[src/rtl/ga_generation_ctrl.sv]
// ga_generation_ctrl
// Top-level sequencer for one genetic-algorithm run. Each generation it
// evaluates the population (distance stage), then runs selection,
// crossover and mutation, and commits the new population. It stops on the
// generation limit, on reaching the target distance, on abort, or when a
// stage fails to answer within STAGE_TIMEOUT cycles.
//
// Ports:
//   clk, rst_n          clock, asynchronous active-low reset
//   run, abort          run request (IDLE/ERR only), level abort
//   gen_limit           generations to evolve, latched on run
//   target_dist         early-stop distance, latched on run
//   dist_start/done     distance stage handshake; best_in valid with dist_done
//   sel_*, xov_*, mut_* selection / crossover / mutation handshakes
//   pop_we              population commit strobe
//   busy, done, error   status (done = one-cycle end pulse, error = timeout)
//   gen_count           generations committed in this/last run
//   best_dist           best distance seen in this/last run
module ga_generation_ctrl #(
    parameter int GEN_W         = 10,
    parameter int DIST_W        = 12,
    parameter int STAGE_TIMEOUT = 4096,
    parameter int TO_W          = 13
) (
    input  logic              clk,
    input  logic              rst_n,
    input  logic              run,
    input  logic              abort,
    input  logic [GEN_W-1:0]  gen_limit,
    input  logic [DIST_W-1:0] target_dist,
    output logic              dist_start,
    input  logic              dist_done,
    input  logic [DIST_W-1:0] best_in,
    output logic              sel_start,
    input  logic              sel_done,
    output logic              xov_start,
    input  logic              xov_done,
    output logic              mut_start,
    input  logic              mut_done,
    output logic              pop_we,
    output logic              busy,
    output logic              done,
    output logic              error,
    output logic [GEN_W-1:0]  gen_count,
    output logic [DIST_W-1:0] best_dist
);

    typedef enum logic [3:0] {
        ST_IDLE   = 4'd0,
        ST_DIST_S = 4'd1,
        ST_DIST_W = 4'd2,
        ST_SEL_S  = 4'd3,
        ST_SEL_W  = 4'd4,
        ST_XOV_S  = 4'd5,
        ST_XOV_W  = 4'd6,
        ST_MUT_S  = 4'd7,
        ST_MUT_W  = 4'd8,
        ST_COMMIT = 4'd9,
        ST_FINISH = 4'd10,
        ST_ERR    = 4'd11
    } state_t;

    localparam logic [TO_W-1:0]   WDOG_LIMIT = TO_W'(STAGE_TIMEOUT);
    localparam logic [TO_W-1:0]   WDOG_ONE   = TO_W'(1);
    localparam logic [GEN_W-1:0]  GEN_ONE    = GEN_W'(1);
    localparam logic [GEN_W-1:0]  GEN_MAX    = {GEN_W{1'b1}};
    localparam logic [DIST_W-1:0] DIST_MAX   = {DIST_W{1'b1}};

    state_t            state_q, state_d;
    logic [TO_W-1:0]   wdog_q, wdog_d;
    logic [GEN_W-1:0]  gen_q, gen_d;
    logic [GEN_W-1:0]  limit_q, limit_d;
    logic [DIST_W-1:0] best_q, best_d;
    logic [DIST_W-1:0] target_q, target_d;
    logic [DIST_W-1:0] min_s;
    logic [TO_W-1:0]   wdog_inc_s;
    logic              dist_start_q, sel_start_q, xov_start_q, mut_start_q;
    logic              pop_we_q, busy_q, done_q, error_q;

    // Next-state, watchdog and run bookkeeping.
    always_comb begin
        state_d    = state_q;
        wdog_d     = wdog_q;
        gen_d      = gen_q;
        limit_d    = limit_q;
        best_d     = best_q;
        target_d   = target_q;
        wdog_inc_s = wdog_q + WDOG_ONE;
        // Early-stop decision must see the freshly merged minimum.
        min_s      = (best_in < best_q) ? best_in : best_q;

        case (state_q)
            ST_IDLE, ST_ERR: begin
                if (run) begin
                    limit_d  = gen_limit;
                    target_d = target_dist;
                    gen_d    = '0;
                    best_d   = DIST_MAX;
                    state_d  = ST_DIST_S;
                end else begin
                    state_d = state_q;
                end
            end
            ST_DIST_S, ST_SEL_S, ST_XOV_S, ST_MUT_S: begin
                wdog_d = '0;
                if (abort) begin
                    state_d = ST_FINISH;
                end else begin
                    // Each *_W encoding is its *_S encoding plus one.
                    state_d = state_t'(state_q + 4'd1);
                end
            end
            ST_DIST_W: begin
                wdog_d = wdog_inc_s;
                if (abort) begin
                    state_d = ST_FINISH;
                end else if (dist_done) begin
                    best_d = min_s;
                    if ((min_s <= target_q) || (gen_q == limit_q)) begin
                        state_d = ST_FINISH;
                    end else begin
                        state_d = ST_SEL_S;
                    end
                end else if (wdog_inc_s == WDOG_LIMIT) begin
                    state_d = ST_ERR;
                end else begin
                    state_d = ST_DIST_W;
                end
            end
            ST_SEL_W, ST_XOV_W, ST_MUT_W: begin
                wdog_d = wdog_inc_s;
                if (abort) begin
                    state_d = ST_FINISH;
                end else if ((state_q == ST_SEL_W) && sel_done) begin
                    state_d = ST_XOV_S;
                end else if ((state_q == ST_XOV_W) && xov_done) begin
                    state_d = ST_MUT_S;
                end else if ((state_q == ST_MUT_W) && mut_done) begin
                    state_d = ST_COMMIT;
                end else if (wdog_inc_s == WDOG_LIMIT) begin
                    state_d = ST_ERR;
                end else begin
                    state_d = state_q;
                end
            end
            ST_COMMIT: begin
                // pop_we is already out this cycle, so abort still counts it.
                if (gen_q != GEN_MAX) begin
                    gen_d = gen_q + GEN_ONE;
                end else begin
                    gen_d = gen_q;
                end
                state_d = abort ? ST_FINISH : ST_DIST_S;
            end
            ST_FINISH: begin
                state_d = ST_IDLE;
            end
            default: begin
                state_d = ST_IDLE;
            end
        endcase
    end

    // State and datapath registers.
    always_ff @(posedge clk or negedge rst_n) begin
        if (!rst_n) begin
            state_q  <= ST_IDLE;
            wdog_q   <= '0;
            gen_q    <= '0;
            limit_q  <= '0;
            best_q   <= DIST_MAX;
            target_q <= '0;
        end else begin
            state_q  <= state_d;
            wdog_q   <= wdog_d;
            gen_q    <= gen_d;
            limit_q  <= limit_d;
            best_q   <= best_d;
            target_q <= target_d;
        end
    end

    // Moore outputs registered from the next state so they align with state_q.
    always_ff @(posedge clk or negedge rst_n) begin
        if (!rst_n) begin
            dist_start_q <= 1'b0;
            sel_start_q  <= 1'b0;
            xov_start_q  <= 1'b0;
            mut_start_q  <= 1'b0;
            pop_we_q     <= 1'b0;
            busy_q       <= 1'b0;
            done_q       <= 1'b0;
            error_q      <= 1'b0;
        end else begin
            dist_start_q <= (state_d == ST_DIST_S);
            sel_start_q  <= (state_d == ST_SEL_S);
            xov_start_q  <= (state_d == ST_XOV_S);
            mut_start_q  <= (state_d == ST_MUT_S);
            pop_we_q     <= (state_d == ST_COMMIT);
            busy_q       <= (state_d != ST_IDLE) && (state_d != ST_ERR);
            done_q       <= (state_d == ST_FINISH);
            error_q      <= (state_d == ST_ERR);
        end
    end

    assign dist_start = dist_start_q;
    assign sel_start  = sel_start_q;
    assign xov_start  = xov_start_q;
    assign mut_start  = mut_start_q;
    assign pop_we     = pop_we_q;
    assign busy       = busy_q;
    assign done       = done_q;
    assign error      = error_q;
    assign gen_count  = gen_q;
    assign best_dist  = best_q;

endmodule

[config.mk]
export PLATFORM = sky130hd
export DESIGN_NAME = ga_generation_ctrl
export DESIGN_NICKNAME = d
export VERILOG_FILES = /design/src/rtl/ga_generation_ctrl.sv
export SDC_FILE = /design/constraint.sdc
export NUM_CORES = 1
export LEC_CHECK = 0
export BUFFER_PORTS_ARGS = -buffer_cell sky130_fd_sc_hd__buf_2
export CAP_MARGIN = 20
export CORE_ASPECT_RATIO = 1.2
export CORE_MARGIN = 4
export CORE_UTILIZATION = 45
export DETAILED_ROUTE_END_ITERATION = 6
export PLACE_DENSITY = 0.66
export SETUP_SLACK_MARGIN = 0.02
export SYNTH_ARGS = -nofsm -noshare
export SYNTH_HDL_FRONTEND = slang
export SYNTH_SLANG_ARGS = --single-unit
[constraint.sdc]
create_clock -name clk -period 4.1 [get_ports clk]
set_clock_uncertainty 0.1 [all_clocks]
set_input_delay 0.615 -clock clk [delete_from_list [all_inputs] [get_ports clk]]
set_output_delay 0.615 -clock clk [all_outputs]
set_load 0.02 [all_outputs]
==> key figures <==
Place
  • # placed instances: 657
  • DPL Wire Length: 8259 um
  • Worst-case setup slack after placement: -76.86 ps
  • Final RePlAce weighted congestion: 0.8647
  • Port Buf Inserts: 71

Die
  • Die area: 11420 um^2
  • Area of the core region: 9515 um^2
  • Starting density of the core: 46.19%
  • Count of standard-cell rows: 39
  • Width of the die: 98.22 um
  • Overall die height: 116.3 um
  • Top-Level Pins: 72

Global route
  • Met2 Track Usage GR: 33.29%
  • Initial antenna violation count: 0
  • Global-route layer with the greatest usage: met2
  • Global-route congestion overflow total: 0
  • Largest net degree at the start of global routing: 50
  • Via count of the first global-routing pass: 3664
  • GR Util met3: 4.301%
  • Met1 routing resource usage after global routing: 23.23%
  • Global-route wire length before repair: 17490 um
  • GRT Total Usage: 19.08%

Critical path
  • Crit path arrival time: 4030 ps
  • Cell class contributing the biggest share of worst-path delay: compound AO/OA/AOI/OAI gates
  • Category of the critical setup timing path: reg -> reg
  • Sum of buffers and inverters on the critical path: 2
  • Cells along the critical path: inv_1 -> ha_1 -> a21o_1 -> a21o_1 -> a211oi_2 -> o21ai_1 -> nand2_1 -> buf_4 -> mux2i_1 -> ha_1 -> nand4_1 -> nor3_1 -> a31oi_2 -> o31ai_4 -> mux2i_2 -> o211a_2 -> and2b_1
  • Kind of capture point of the worst setup path: register
  • R2R Setup Slk: 190 ps
  • Slowest stage cell, crit path: sky130_fd_sc_hd__dfstp_2
  • CP Max Fanout: 6
  • Slowest stage delay, CP: 550 ps
  • Critical path startpoint category: register
  • Required time of the worst setup path: 4220 ps

Clocking
  • Clock latency reported for the late side of the worst-skew pair: 330 ps
  • Clock Path Buffers: 2
  • CTS Root Cell: sky130_fd_sc_hd__clkbuf_16
  • Clk slew on worst S/H paths: 60 ps
  • Inserted Clock Buffers: 9
  • CTS tree: yes
  • CTS H-Tree Depth: 3
  • CTS hold repair buffers: 0
  • Total number of clock tree sinks: 69

STA
  • Final hold vios: 0
  • Setup WS post-layout: 186.3 ps
  • Post-route clock period utilization: 95.46%
  • Slew margin rel.: 37.96%
  • Slew Viols, Final: 0
  • Worst slew pin tran: 922.7 ps
  • Min cycle time layout: 3914 ps
  • Fmax: 255.5 MHz
  • Setup repair after global routing missed its margin: false
  • Setup-violating endpoint count in the final report: 0

Drt
  • DR vias: 3737
  • Via count normalized by instance count: 5.520
  • DRT Pass-1 Iters: 4
  • Iter 0 DRT Violations: 178
  • Average wire per standard cell: 16.27 um
  • Number of nets with antenna violations after routing: 0
  • Sum of routed wire length over all layers: 11020 um
  • Count of unresolved DRC violations after routing: 0

Yosys
  • Cell types occupying the most area after synthesis: sky130_fd_sc_hd__dfrtp_1 (32%), sky130_fd_sc_hd__ha_1 (8.3%), sky130_fd_sc_hd__dfstp_2 (7.2%)
  • Top post-synthesis cells by count: sky130_fd_sc_hd__dfrtp_1 (57), sky130_fd_sc_hd__nand2_1 (44), sky130_fd_sc_hd__inv_1 (43), sky130_fd_sc_hd__o21ai_0 (43), sky130_fd_sc_hd__nor2_1 (37)
  • Area of the mapped netlist: 4395 um^2
  • Proportion of register bits with asynchronous set or reset after synthesis: 100.0%
  • Dominant cell type by area after synthesis: sky130_fd_sc_hd__dfrtp_1
  • Sequential area share after synthesis: 39.62%
  • Top cell type's share of synthesized area: 32.45%
  • Count of unique library cells instantiated by Yosys: 59
  • Number of synthesized register bits: 69
  • Most frequently used cell type in the post-synthesis netlist: sky130_fd_sc_hd__dfrtp_1
  • EDFF count, synth: 0
  • Number of nets produced by synthesis: 544
  • Average cell area after synthesis: 9.293 um^2
  • Synthesized instance count: 473
  • Most instantiated flip-flop cell in the synthesis netlist: sky130_fd_sc_hd__dfrtp_1
  • Warnings from Yosys: 0

Worst hold path
  • Class of the tightest hold or removal check: in -> async

Cells and area
  • Post-route non-filler standard cell count: 677
  • Ratio of cells with drive above 1 in the final layout: 27.80%
  • Total inserted antenna cells: 0
  • Utilization of the core after routing: 56.02%
  • Final Net Count: 620
  • Area added between synthesis and finish: 21.26%

Status
  • Run status: finished, final reports clean

Power and ir drop
  • Standby leakage power: 0.002642 uW
  • Peak ir drop on the vdd network: 0.2827 mV
  • Power Dens Cells: 670.3 nW/um^2
  • Total power after layout: 3573 uW

Run
  • MaxCap Viol Count: 0
worst reg2reg max path: cells and delay by family, from the launching register on:
family	cells	cell delay [ps]
AOI/OAI and AO/OA	7	1240
and+or+nand+nor	4	590
DFF	1	550
adders and majority gates	2	540
muxes	2	510
buffers and inverters	2	250
worst paths after layout:
path                                          start                        to  cells past startpoint
min                                           rst_n    limit_q[7]$_DFFE_PN0P_                      1
min in group clk                    target_dist[10]  target_q[10]$_DFFE_PN0P_                      3
max reg2reg                best_dist[1]$_DFFE_PN1P_           error$_DFF_PN0_                     17
min reg2reg                  limit_q[1]$_DFFE_PN0P_    limit_q[1]$_DFFE_PN0P_                      1
max in group asynchronous                     rst_n      state_q[3]$_DFF_PN0_                      2
max                        best_dist[1]$_DFFE_PN1P_           error$_DFF_PN0_                     17
routing by layer:
metal,up-vias,wire length [um]
met4,0,235
met5,-,0
li1,1839,-
met3,26,609
met1,1778,4628
met2,94,5541
sequential cells by signal, indices dropped and copies added, names as in the netlist:
register	cells
mut_start	1
pop_we	1
target_q	12
gen_count	10
limit_q	10
state_q	4
sel_start	1
done	1
xov_start	1
busy	1
best_dist	12
wdog_q	13
error	1
dist_start	1
repair_timing:
item	CTS	global route
setup buffers	0	3
endpoints found under the setup margin	0	9
gates resized for setup	0	17
cells by family (layout without fill, tap and decap cells):
kind of cell	after synthesis	in the layout	share of synthesized area (%)
buf+inv	60	140	5.721
flops	69	69	39.62
simple gates	149	149	17.68
mux	43	43	10.13
compound gates	110	111	16.00
xor+xnor	13	13	2.590
fa+ha+maj	29	29	8.255
cells in the final DEF, fill, tap and decap left out, types with 3 or more instances in the layout:
master                       n
sky130_fd_sc_hd__a211oi_2    3
sky130_fd_sc_hd__a21o_1      7
sky130_fd_sc_hd__a21oi_1    14
sky130_fd_sc_hd__a21oi_2     3
sky130_fd_sc_hd__a31oi_1     5
sky130_fd_sc_hd__and2_1      4
sky130_fd_sc_hd__and3_1      6
sky130_fd_sc_hd__and4_1      4
sky130_fd_sc_hd__and4_2      4
sky130_fd_sc_hd__buf_2      71
sky130_fd_sc_hd__buf_4       9
sky130_fd_sc_hd__clkbuf_16   9
sky130_fd_sc_hd__dfrtp_1    57
sky130_fd_sc_hd__dfstp_2    12
sky130_fd_sc_hd__ha_1       28
sky130_fd_sc_hd__inv_1      43
sky130_fd_sc_hd__mux2_2     11
sky130_fd_sc_hd__mux2i_1    29
sky130_fd_sc_hd__nand2_1    44
sky130_fd_sc_hd__nand3_1    11
sky130_fd_sc_hd__nand4_1     6
sky130_fd_sc_hd__nor2_1     36
sky130_fd_sc_hd__nor2b_1     4
sky130_fd_sc_hd__nor3_1      7
sky130_fd_sc_hd__o211ai_1    3
sky130_fd_sc_hd__o21a_1      5
sky130_fd_sc_hd__o21ai_0    43
sky130_fd_sc_hd__o31ai_1     6
sky130_fd_sc_hd__or2_2       4
sky130_fd_sc_hd__xor2_1     11
stage by stage:
| stage | area, um^2 | setup TNS, ps | hold slack (ps) |
|---|---|---|---|
| after floorplan | 4395 | 0 | 219.4 |
| after global placement | 4882 | 0 | 406.9 |
| after detailed placement | 4882 | -298.1 | 416.1 |
| after CTS | 5210 | 0 | 152.7 |
| after global routing | 5330 | 0 | 169.5 |
| final | 5330 | 0 | 137.8 |
layout make-up:
cell class	count	area [um^2]
sequential	69	1742
timing repair buffer	81	434.2
clock buffer	11	242.7
tap	123	153.9
inverter	43	161.4
multi-input combinational	345	2511
clock inverter	5	85.08
fill	853	4185
where the power goes:
part / total [uW] / internal [uW] / switching (uW)
combinational: 1650 / 674 / 976
sequential: 1080 / 919 / 158
clock: 846 / 551 / 294
total: 3570 / 2140 / 1430
Power figures use the tool's default switching activity.
